File: src/rtl/mdio_pkg.sv
// Shared types and constants for the Clause-22 MDIO PHY responder.
package mdio_pkg;

  typedef enum logic [2:0] {
    IDLE,
    ST,
    OP,
    PHYAD,
    REGAD,
    TA,
    DATA,
    SKIP
  } mdio_state_e;

  localparam logic [1:0] MDIO_OP_RD  = 2'b10;
  localparam logic [1:0] MDIO_OP_WR  = 2'b01;
  localparam int         MDIO_DATA_W = 16;

endpackage

File: src/rtl/mdio_regfile.sv
// Per-PHY register storage: backdoor and frame write ports (backdoor wins on
// collision, frame port honours RO_MASK), two combinational read ports.
module mdio_regfile
  import mdio_pkg::*;
#(
  parameter int          NUM_PHY  = 1,
  parameter int          NUM_REGS = 32,
  parameter logic [31:0] RO_MASK  = 32'h0000_000C
) (
  input  logic                   clk_i,
  input  logic                   rstn_i,
  input  logic                   bd_we_i,
  input  logic [2:0]             bd_phy_i,
  input  logic [4:0]             bd_addr_i,
  input  logic [MDIO_DATA_W-1:0] bd_wdata_i,
  output logic [MDIO_DATA_W-1:0] bd_rdata_o,
  input  logic                   fr_we_i,
  input  logic [2:0]             fr_phy_i,
  input  logic [4:0]             fr_addr_i,
  input  logic [MDIO_DATA_W-1:0] fr_wdata_i,
  input  logic [2:0]             rd_phy_i,
  input  logic [4:0]             rd_addr_i,
  output logic [MDIO_DATA_W-1:0] rd_data_o
);

  logic [MDIO_DATA_W-1:0] r_mem [NUM_PHY][NUM_REGS];

  // Storage update: reset pattern {phy, reg}, backdoor before frame writes
  always_ff @(posedge clk_i or negedge rstn_i) begin
    if (!rstn_i) begin
      for (int unsigned p = 0; p < NUM_PHY; p++)
        for (int unsigned r = 0; r < NUM_REGS; r++)
          r_mem[p][r] <= {8'(p), 8'(r)};
    end else begin
      for (int unsigned p = 0; p < NUM_PHY; p++) begin
        for (int unsigned r = 0; r < NUM_REGS; r++) begin
          if (bd_we_i && bd_phy_i == 3'(p) && bd_addr_i == 5'(r))
            r_mem[p][r] <= bd_wdata_i;
          else if (fr_we_i && !RO_MASK[r] && fr_phy_i == 3'(p) && fr_addr_i == 5'(r))
            r_mem[p][r] <= fr_wdata_i;
        end
      end
    end
  end

  // Backdoor read; unimplemented locations read as all ones
  always_comb begin
    bd_rdata_o = '1;
    for (int unsigned p = 0; p < NUM_PHY; p++)
      for (int unsigned r = 0; r < NUM_REGS; r++)
        if (bd_phy_i == 3'(p) && bd_addr_i == 5'(r))
          bd_rdata_o = r_mem[p][r];
  end

  // Frame-side read used for the REGAD snapshot
  always_comb begin
    rd_data_o = '1;
    for (int unsigned p = 0; p < NUM_PHY; p++)
      for (int unsigned r = 0; r < NUM_REGS; r++)
        if (rd_phy_i == 3'(p) && rd_addr_i == 5'(r))
          rd_data_o = r_mem[p][r];
  end

endmodule

File: src/rtl/mdio_phy_responder.sv
// Clause-22 MDIO PHY responder: MDC/MDIO synchronisers, edge detect, frame
// FSM, shift registers and a per-PHY register file with backdoor access.
module mdio_phy_responder
  import mdio_pkg::*;
#(
  parameter int          NUM_PHY       = 1,
  parameter logic [4:0]  PHY_ADDR_BASE = 5'd1,
  parameter int          NUM_REGS      = 32,
  parameter int          PREAMBLE_MIN  = 32,
  parameter logic [31:0] RO_MASK       = 32'h0000_000C
) (
  input  logic        clk_i,
  input  logic        rstn_i,
  input  logic        mdc_i,
  input  logic        mdio_i,
  output logic        mdio_o,
  output logic        mdio_oe_o,
  input  logic        bd_we_i,
  input  logic [2:0]  bd_phy_i,
  input  logic [4:0]  bd_addr_i,
  input  logic [15:0] bd_wdata_i,
  output logic [15:0] bd_rdata_o,
  output logic        frame_done_o,
  output logic        frame_wr_o,
  output logic        frame_err_o
);

  localparam int                PCW      = $clog2(PREAMBLE_MIN + 1);
  localparam logic [PCW-1:0]    PRE_FULL = PCW'(PREAMBLE_MIN);
  localparam logic [5:0]        ADDR_LO  = {1'b0, PHY_ADDR_BASE};
  localparam logic [5:0]        ADDR_HI  = ADDR_LO + 6'(NUM_PHY);

  logic r_mdc_s1, r_mdc_s2, r_mdc_d;
  logic r_mdio_s1, r_mdio_s2;
  logic w_rise, w_fall, w_bit;

  mdio_state_e            r_state, w_state_nxt;
  logic [PCW-1:0]         r_pre_cnt, w_pre_nxt;
  logic [4:0]             r_cnt, w_cnt_nxt;
  logic [1:0]             r_op, w_op_nxt;
  logic [4:0]             r_phyad, w_phyad_nxt;
  logic [4:0]             r_regad, w_regad_nxt;
  logic [2:0]             r_phy_idx, w_phy_idx_nxt;
  logic [MDIO_DATA_W-1:0] r_shift, w_shift_nxt;
  logic                   r_oe, w_oe_nxt;
  logic                   r_mdo, w_mdo_nxt;
  logic                   r_done, w_done_nxt;
  logic                   r_wr, w_wr_nxt;
  logic                   r_err, w_err_nxt;

  logic                   w_hit;
  logic [2:0]             w_snap_idx;
  logic [4:0]             w_regad_full;
  logic [MDIO_DATA_W-1:0] w_snap_data;
  logic [MDIO_DATA_W-1:0] w_fr_wdata;
  logic                   w_fr_we;
  logic                   w_reg_locked;

  // Two-flop synchronisers plus delayed MDC for edge detection
  always_ff @(posedge clk_i or negedge rstn_i) begin
    if (!rstn_i) begin
      r_mdc_s1  <= 1'b0;
      r_mdc_s2  <= 1'b0;
      r_mdc_d   <= 1'b0;
      r_mdio_s1 <= 1'b1;
      r_mdio_s2 <= 1'b1;
    end else begin
      r_mdc_s1  <= mdc_i;
      r_mdc_s2  <= r_mdc_s1;
      r_mdc_d   <= r_mdc_s2;
      r_mdio_s1 <= mdio_i;
      r_mdio_s2 <= r_mdio_s1;
    end
  end

  assign w_rise = r_mdc_s2 & ~r_mdc_d;
  assign w_fall = ~r_mdc_s2 & r_mdc_d;
  assign w_bit  = r_mdio_s2;

  assign w_hit        = ({1'b0, r_phyad} >= ADDR_LO) && ({1'b0, r_phyad} < ADDR_HI);
  assign w_snap_idx   = 3'(r_phyad - PHY_ADDR_BASE);
  assign w_regad_full = {r_regad[3:0], w_bit};
  assign w_fr_wdata   = {r_shift[MDIO_DATA_W-2:0], w_bit};
  assign w_reg_locked = RO_MASK[r_regad] || (32'(r_regad) >= 32'(NUM_REGS));

  // FSM and datapath registers
  always_ff @(posedge clk_i or negedge rstn_i) begin
    if (!rstn_i) begin
      r_state   <= IDLE;
      r_pre_cnt <= '0;
      r_cnt     <= '0;
      r_op      <= '0;
      r_phyad   <= '0;
      r_regad   <= '0;
      r_phy_idx <= '0;
      r_shift   <= '0;
      r_oe      <= 1'b0;
      r_mdo     <= 1'b1;
      r_done    <= 1'b0;
      r_wr      <= 1'b0;
      r_err     <= 1'b0;
    end else begin
      r_state   <= w_state_nxt;
      r_pre_cnt <= w_pre_nxt;
      r_cnt     <= w_cnt_nxt;
      r_op      <= w_op_nxt;
      r_phyad   <= w_phyad_nxt;
      r_regad   <= w_regad_nxt;
      r_phy_idx <= w_phy_idx_nxt;
      r_shift   <= w_shift_nxt;
      r_oe      <= w_oe_nxt;
      r_mdo     <= w_mdo_nxt;
      r_done    <= w_done_nxt;
      r_wr      <= w_wr_nxt;
      r_err     <= w_err_nxt;
    end
  end

  // Next-state: frame decode on MDC rise, pad drive on MDC fall
  always_comb begin
    w_state_nxt   = r_state;
    w_pre_nxt     = r_pre_cnt;
    w_cnt_nxt     = r_cnt;
    w_op_nxt      = r_op;
    w_phyad_nxt   = r_phyad;
    w_regad_nxt   = r_regad;
    w_phy_idx_nxt = r_phy_idx;
    w_shift_nxt   = r_shift;
    w_oe_nxt      = r_oe;
    w_mdo_nxt     = r_mdo;
    w_done_nxt    = 1'b0;
    w_wr_nxt      = r_wr;
    w_err_nxt     = 1'b0;
    w_fr_we       = 1'b0;

    if (w_rise) begin
      case (r_state)
        IDLE: begin
          if (w_bit) begin
            if (r_pre_cnt < PRE_FULL) w_pre_nxt = r_pre_cnt + 1'b1;
          end else begin
            if (r_pre_cnt == PRE_FULL) w_state_nxt = ST;
            w_pre_nxt = '0;
          end
        end
        ST: begin
          w_cnt_nxt = '0;
          if (w_bit) begin
            w_state_nxt = OP;
          end else begin
            w_err_nxt   = 1'b1;
            w_state_nxt = IDLE;
          end
        end
        OP: begin
          w_op_nxt = {r_op[0], w_bit};
          if (r_cnt == 5'd1) begin
            w_cnt_nxt = '0;
            if ({r_op[0], w_bit} == MDIO_OP_RD || {r_op[0], w_bit} == MDIO_OP_WR) begin
              w_state_nxt = PHYAD;
            end else begin
              w_err_nxt   = 1'b1;
              w_state_nxt = IDLE;
            end
          end else begin
            w_cnt_nxt = r_cnt + 1'b1;
          end
        end
        PHYAD: begin
          w_phyad_nxt = {r_phyad[3:0], w_bit};
          if (r_cnt == 5'd4) begin
            w_cnt_nxt   = '0;
            w_state_nxt = REGAD;
          end else begin
            w_cnt_nxt = r_cnt + 1'b1;
          end
        end
        REGAD: begin
          w_regad_nxt = w_regad_full;
          if (r_cnt == 5'd4) begin
            w_cnt_nxt = '0;
            if (w_hit) begin
              w_phy_idx_nxt = w_snap_idx;
              w_shift_nxt   = w_snap_data;
              w_state_nxt   = TA;
            end else begin
              w_state_nxt = SKIP;
            end
          end else begin
            w_cnt_nxt = r_cnt + 1'b1;
          end
        end
        TA: begin
          if (r_cnt == 5'd1) begin
            w_cnt_nxt   = '0;
            w_state_nxt = DATA;
          end else begin
            w_cnt_nxt = r_cnt + 1'b1;
          end
        end
        DATA: begin
          if (r_op == MDIO_OP_WR) w_shift_nxt = w_fr_wdata;
          if (r_cnt == 5'd15) begin
            w_done_nxt  = 1'b1;
            w_wr_nxt    = (r_op == MDIO_OP_WR);
            w_cnt_nxt   = '0;
            w_pre_nxt   = '0;
            w_state_nxt = IDLE;
            if (r_op == MDIO_OP_WR) begin
              w_fr_we   = 1'b1;
              w_err_nxt = w_reg_locked;
            end
          end else begin
            w_cnt_nxt = r_cnt + 1'b1;
          end
        end
        SKIP: begin
          if (r_cnt == 5'd17) begin
            w_cnt_nxt   = '0;
            w_pre_nxt   = '0;
            w_state_nxt = IDLE;
          end else begin
            w_cnt_nxt = r_cnt + 1'b1;
          end
        end
        default: begin
          w_state_nxt = IDLE;
          w_pre_nxt   = '0;
        end
      endcase
    end else if (w_fall) begin
      // Read data is pre-loaded at REGAD and shifted out on falls; the fall
      // following the last data rise lands in IDLE and releases the pad.
      if (r_state == DATA && r_op == MDIO_OP_RD) begin
        w_mdo_nxt   = r_shift[MDIO_DATA_W-1];
        w_shift_nxt = {r_shift[MDIO_DATA_W-2:0], 1'b0};
      end else if (r_state == TA && r_cnt == 5'd1 && r_op == MDIO_OP_RD) begin
        w_oe_nxt  = 1'b1;
        w_mdo_nxt = 1'b0;
      end else begin
        w_oe_nxt  = 1'b0;
        w_mdo_nxt = 1'b1;
      end
    end
  end

  mdio_regfile #(
    .NUM_PHY  (NUM_PHY),
    .NUM_REGS (NUM_REGS),
    .RO_MASK  (RO_MASK)
  ) u_regfile (
    .clk_i      (clk_i),
    .rstn_i     (rstn_i),
    .bd_we_i    (bd_we_i),
    .bd_phy_i   (bd_phy_i),
    .bd_addr_i  (bd_addr_i),
    .bd_wdata_i (bd_wdata_i),
    .bd_rdata_o (bd_rdata_o),
    .fr_we_i    (w_fr_we),
    .fr_phy_i   (r_phy_idx),
    .fr_addr_i  (r_regad),
    .fr_wdata_i (w_fr_wdata),
    .rd_phy_i   (w_snap_idx),
    .rd_addr_i  (w_regad_full),
    .rd_data_o  (w_snap_data)
  );

  assign mdio_o       = r_mdo;
  assign mdio_oe_o    = r_oe;
  assign frame_done_o = r_done;
  assign frame_wr_o   = r_wr;
  assign frame_err_o  = r_err;

endmodule
File: config.mk
export PLATFORM = sky130hd
export DESIGN_NAME = mdio_phy_responder
export DESIGN_NICKNAME = d
export VERILOG_FILES = /design/src/rtl/mdio_pkg.sv /design/src/rtl/mdio_regfile.sv /design/src/rtl/mdio_phy_responder.sv
export SDC_FILE = /design/constraint.sdc
export NUM_CORES = 2
export LEC_CHECK = 0
export ABC_CLOCK_PERIOD_IN_PS = 8780
export BUFFER_PORTS_ARGS = -buffer_cell sky130_fd_sc_hd__buf_2
export CORE_MARGIN = 1
export CORE_UTILIZATION = 35
export CTS_CLUSTER_SIZE = 30
export DETAILED_ROUTE_END_ITERATION = 12
export MAX_ROUTING_LAYER = met4
export PLACE_DENSITY_LB_ADDON = 0.12
export SETUP_SLACK_MARGIN = 0.5
export SLEW_MARGIN = 5
export SYNTH_ARGS = -nofsm -noshare
export SYNTH_HDL_FRONTEND = slang
export SYNTH_HIERARCHICAL = 1
export SYNTH_SLANG_ARGS = --single-unit
File: constraint.sdc
create_clock -name clk_i -period 8.78 [get_ports clk_i]
set_input_delay 0 -clock clk_i [delete_from_list [all_inputs] [get_ports clk_i]]
set_output_delay 0 -clock clk_i [all_outputs]
set_load 0.01 [all_outputs]
==> reports/metrics.csv <==
stage,metric,value,unit
status,status,finished clean,
clocking,cts.reportedPaths.clkPinSlew,0.06,ns
placed_design,placed_area,37900,um2
cells_and_area,final_area,40500,um2
placed_design,dp_hpwl,117000,um
logic_synthesis,synth_area_leaders,"dfrtp_1, mux2i_1, dfstp_2",
logic_synthesis,syn_area_per_cell,9.01,um2
logic_synthesis,async_reset_ff_share,100,%
sta,fin_tns_setup,0,ns
drt,highest_layer,met4,
clocking,clock-root-buffer,clkbuf_16,
critical_path,cp_max_fo,55,
sta,fmax,223,MHz
sta,setup_viol,0,
global_routing,grt_pass1_wl,250000,um
logic_synthesis,synth-seq-cells,567,
critical_path,crit_arrival,5.08,ns
global_routing,antenna_found_initial,2,
pwr,power.density,164,nW/um2
sta,worst_pin_slew,1.26,ns
cells_and_area,final_common_cell,mux2i_1,
clocking,cts_max_path_buffers,3,
die,die_h,326,um
cells_and_area,final_cell_mix,"mux2i_1, dfrtp_1, o21ai_0",
sta,slew_headroom,15.7,%
drt,wl_met2,76600,um
clocking,cts_buffers,75,
clocking,clock-sinks,567,
placed_design,place_congestion,0.979,
critical_path,critPathRequiredTime,9.37,ns
clocking,ctsResizeCount,0,
logic_synthesis,yosysUniqueCellTypes,115,
drt,vias_per_cell,6.33,
sta,drv_slew,0,
cells_and_area,areaGrowthSynthToFinish,10.1,%
drt,met3_length,16200,um
drt,drc_errors,0,
clocking,clkLatencyLatePin,0.68,ns
pwr,p_leak,0.0156,uW
clocking,htreeDepth,3,
logic_synthesis,syn-num-nets,4121,
cells_and_area,nets,3986,
sta,post-route-period-util,51.1,%
global_routing,grt_overflow,0,
drt,ant_nets,0,
critical_path,path_buf_inv,4,
die,rows,118,
logic_synthesis,synth-main-ff-cell,dfrtp_1,
critical_path,crit_family,buffers and inverters,
drt,first_pass_iters,8,
logic_synthesis,synth.cell_area,36700,um2
die,coreArea,104000,um2
pwr,max-vdd-ir-drop,0.108,mV
die,ios,50,
die,die_area,106000,um2
global_routing,grt_pass1_vias,31700,
logic_synthesis,yosys_warnings,6,
sta,min_period,4.49,ns
global_routing,grtUsageTotal,33.4,%
logic_synthesis,synth_top_area_share,33.0,%
sta,rsz0062_at_grt,false,
sta,finalHoldViolations,0,
drt,drt-met1-wl,74200,um
critical_path,crit_type,reg -> reg,
min_path,hold_class,in -> async,
drt,dr_total_vias,34100,
drt,avgRoutedWirePerCell,32.7,um
logic_synthesis,yosys.area.top_type,dfrtp_1,
clocking,cts_tree,done,
cells_and_area,regArea,14300,um2
die,die_w,326,um
sta,skew,0.0330,ns
critical_path,endpoint_kind,register,
global_routing,grt_max_degree,149,
placed_design,io_buffers,49,
logic_synthesis,yosysSeqAreaShare,38.9,%
critical_path,cpMaxStageDelayCell,dfstp_4,
drt,drt_iter0_drc,4534,
cells_and_area,drive_gt1_share,15.1,%
die,initial_core_util,35.4,%
drt,route.final.wire_length,176000,um
critical_path,max_stage_delay,1.02,ns
logic_synthesis,synthCells,4080,
cells_and_area,multiInputGateArea,20500,um2
critical_path,cpMostUsedCell,buf_4,
cells_and_area,fillers,10500,
critical_path,worstSetupStartpointType,register,
job,maxCapViolations,0,
critical_path,crit_chain,"buf_4, buf_4, inv_2, buf_4, a2bb2oi_1, o22ai_1, and3_1, a221oi_1, nand3_1, a22oi_1, mux2i_1, o21ai_1",
logic_synthesis,synth-edff-count,0,
[Yosys cell counts (all sizes together), types with 17 or more instances]
master   count
clkbuf     253
mux2i      551
dfstp       83
dfrtp      484
buf        148
a22oi       30
a221oi      17
nand2      425
inv         33
nor3        61
nor2       419
mux2        94
nand2b      21
a21oi      372
mux4        52
o21ai      453
o221ai      24
nand3       58
o22ai      141
a211oi      25
nor2b       22
a2bb2oi     21
[where the power goes]
part | leakage (uW) | total, uW | switching (uW) | internal (uW)
clock | 0.00114 | 3050 | 1310 | 1740
sequential | 0.00568 | 2990 | 195 | 2790
combinational | 0.00873 | 614 | 389 | 225
total | 0.0156 | 6660 | 1890 | 4760
[flip-flops by register name, summed over array words and instances, names as in the netlist, 2 cells and up]
| signal | count |
|---|---|
| r_phyad | 5 |
| r_shift | 16 |
| r_pre_cnt | 6 |
| r_state | 3 |
| r_phy_idx | 3 |
| r_op | 2 |
| u_regfile/r_mem | 512 |
| r_regad | 5 |
| r_cnt | 5 |
[worst register-to-register path, cell delays in order, from the launching register on]
cell and delay, ns:
dfstp_4 1.02, buf_4 0.56, buf_4 0.70, inv_2 0.25, buf_4 0.40, a2bb2oi_1 0.24, o22ai_1 0.08, and3_1 0.24
a221oi_1 0.28, nand3_1 0.19, a22oi_1 0.21, mux2i_1 0.09, o21ai_1 0.15
[area by class of cell]
cell class	count	share of cell area [%]
inverter	35	0.328
clock buffer	115	5.29
timing repair buffer	189	3.52
multi-input combinational	3077	50.7
clock inverter	21	0.507
antenna	3	0.0185
sequential	567	35.4
tap	1380	4.27
[layer usage]
metal	vias to the layer above	GRT usage, %
li1	14600	-
met1	17000	45.0
met5	-	-
met2	2073	48.4
met3	475	5.75
met4	0	15.9
[final timing paths]
| path | start | end | slack [ns] | cells after the start |
|---|---|---|---|---|
| max | r_mdio_s2$_DFF_PN1_ | r_shift[9]$_DFFE_PN0P_ | 4.29 | 12 |
| min | rstn_i | u_regfile/r_mem[352]$_DFFE_PN1P_ | 0.02 | 2 |
| max reg2reg | r_mdio_s2$_DFF_PN1_ | r_shift[9]$_DFFE_PN0P_ | 4.29 | 12 |
| min reg2reg | r_mdc_s1$_DFF_PN0_ | r_mdc_s2$_DFF_PN0_ | 0.36 | 0 |
| max in group asynchronous | rstn_i | r_shift[9]$_DFFE_PN0P_ | 7.13 | 4 |
| min in group clk_i | bd_wdata_i[9] | u_regfile/r_mem[441]$_DFFE_PN0P_ | 0.02 | 3 |
[logic make-up after synthesis]
kind of cell	count (synthesis)	share of synthesized area, %
flip-flops	567	38.9
adder cells (fa/ha/maj)	12	0.409
XOR/XNOR	2	0.0477
multiplexers	697	21.1
AND/OR/NAND/NOR	1115	13.7
AO/OA/AOI/OAI	1251	20.4
buffers and inverters	436	5.50
[repair_timing]
item,4_1_cts,5_1_grt
hold endpoints to repair,346,0
endpoints found under the setup margin,0,0
buffers inserted,0,0
hold buffers,20,0
[per-stage QoR]
stage / setup WS, ns / cells / utilization, % / total power (uW) / hold WS [ns]
detailed placement: 4.38 / 5228 / 36.5 / 3620 / 0.0753
global placement: 4.38 / 5228 / 36.5 / 3610 / 0.0764
CTS: 4.37 / 5384 / 39.0 / 6700 / 0.00359
finish: 4.29 / 5387 / 39.0 / 6660 / 0.0188
global route: 4.14 / 5385 / 39.0 / 6870 / 0.0351
floorplan: 5.85 / 4080 / - / 3310 / -0.296
Power figures use the tool's default switching activity.
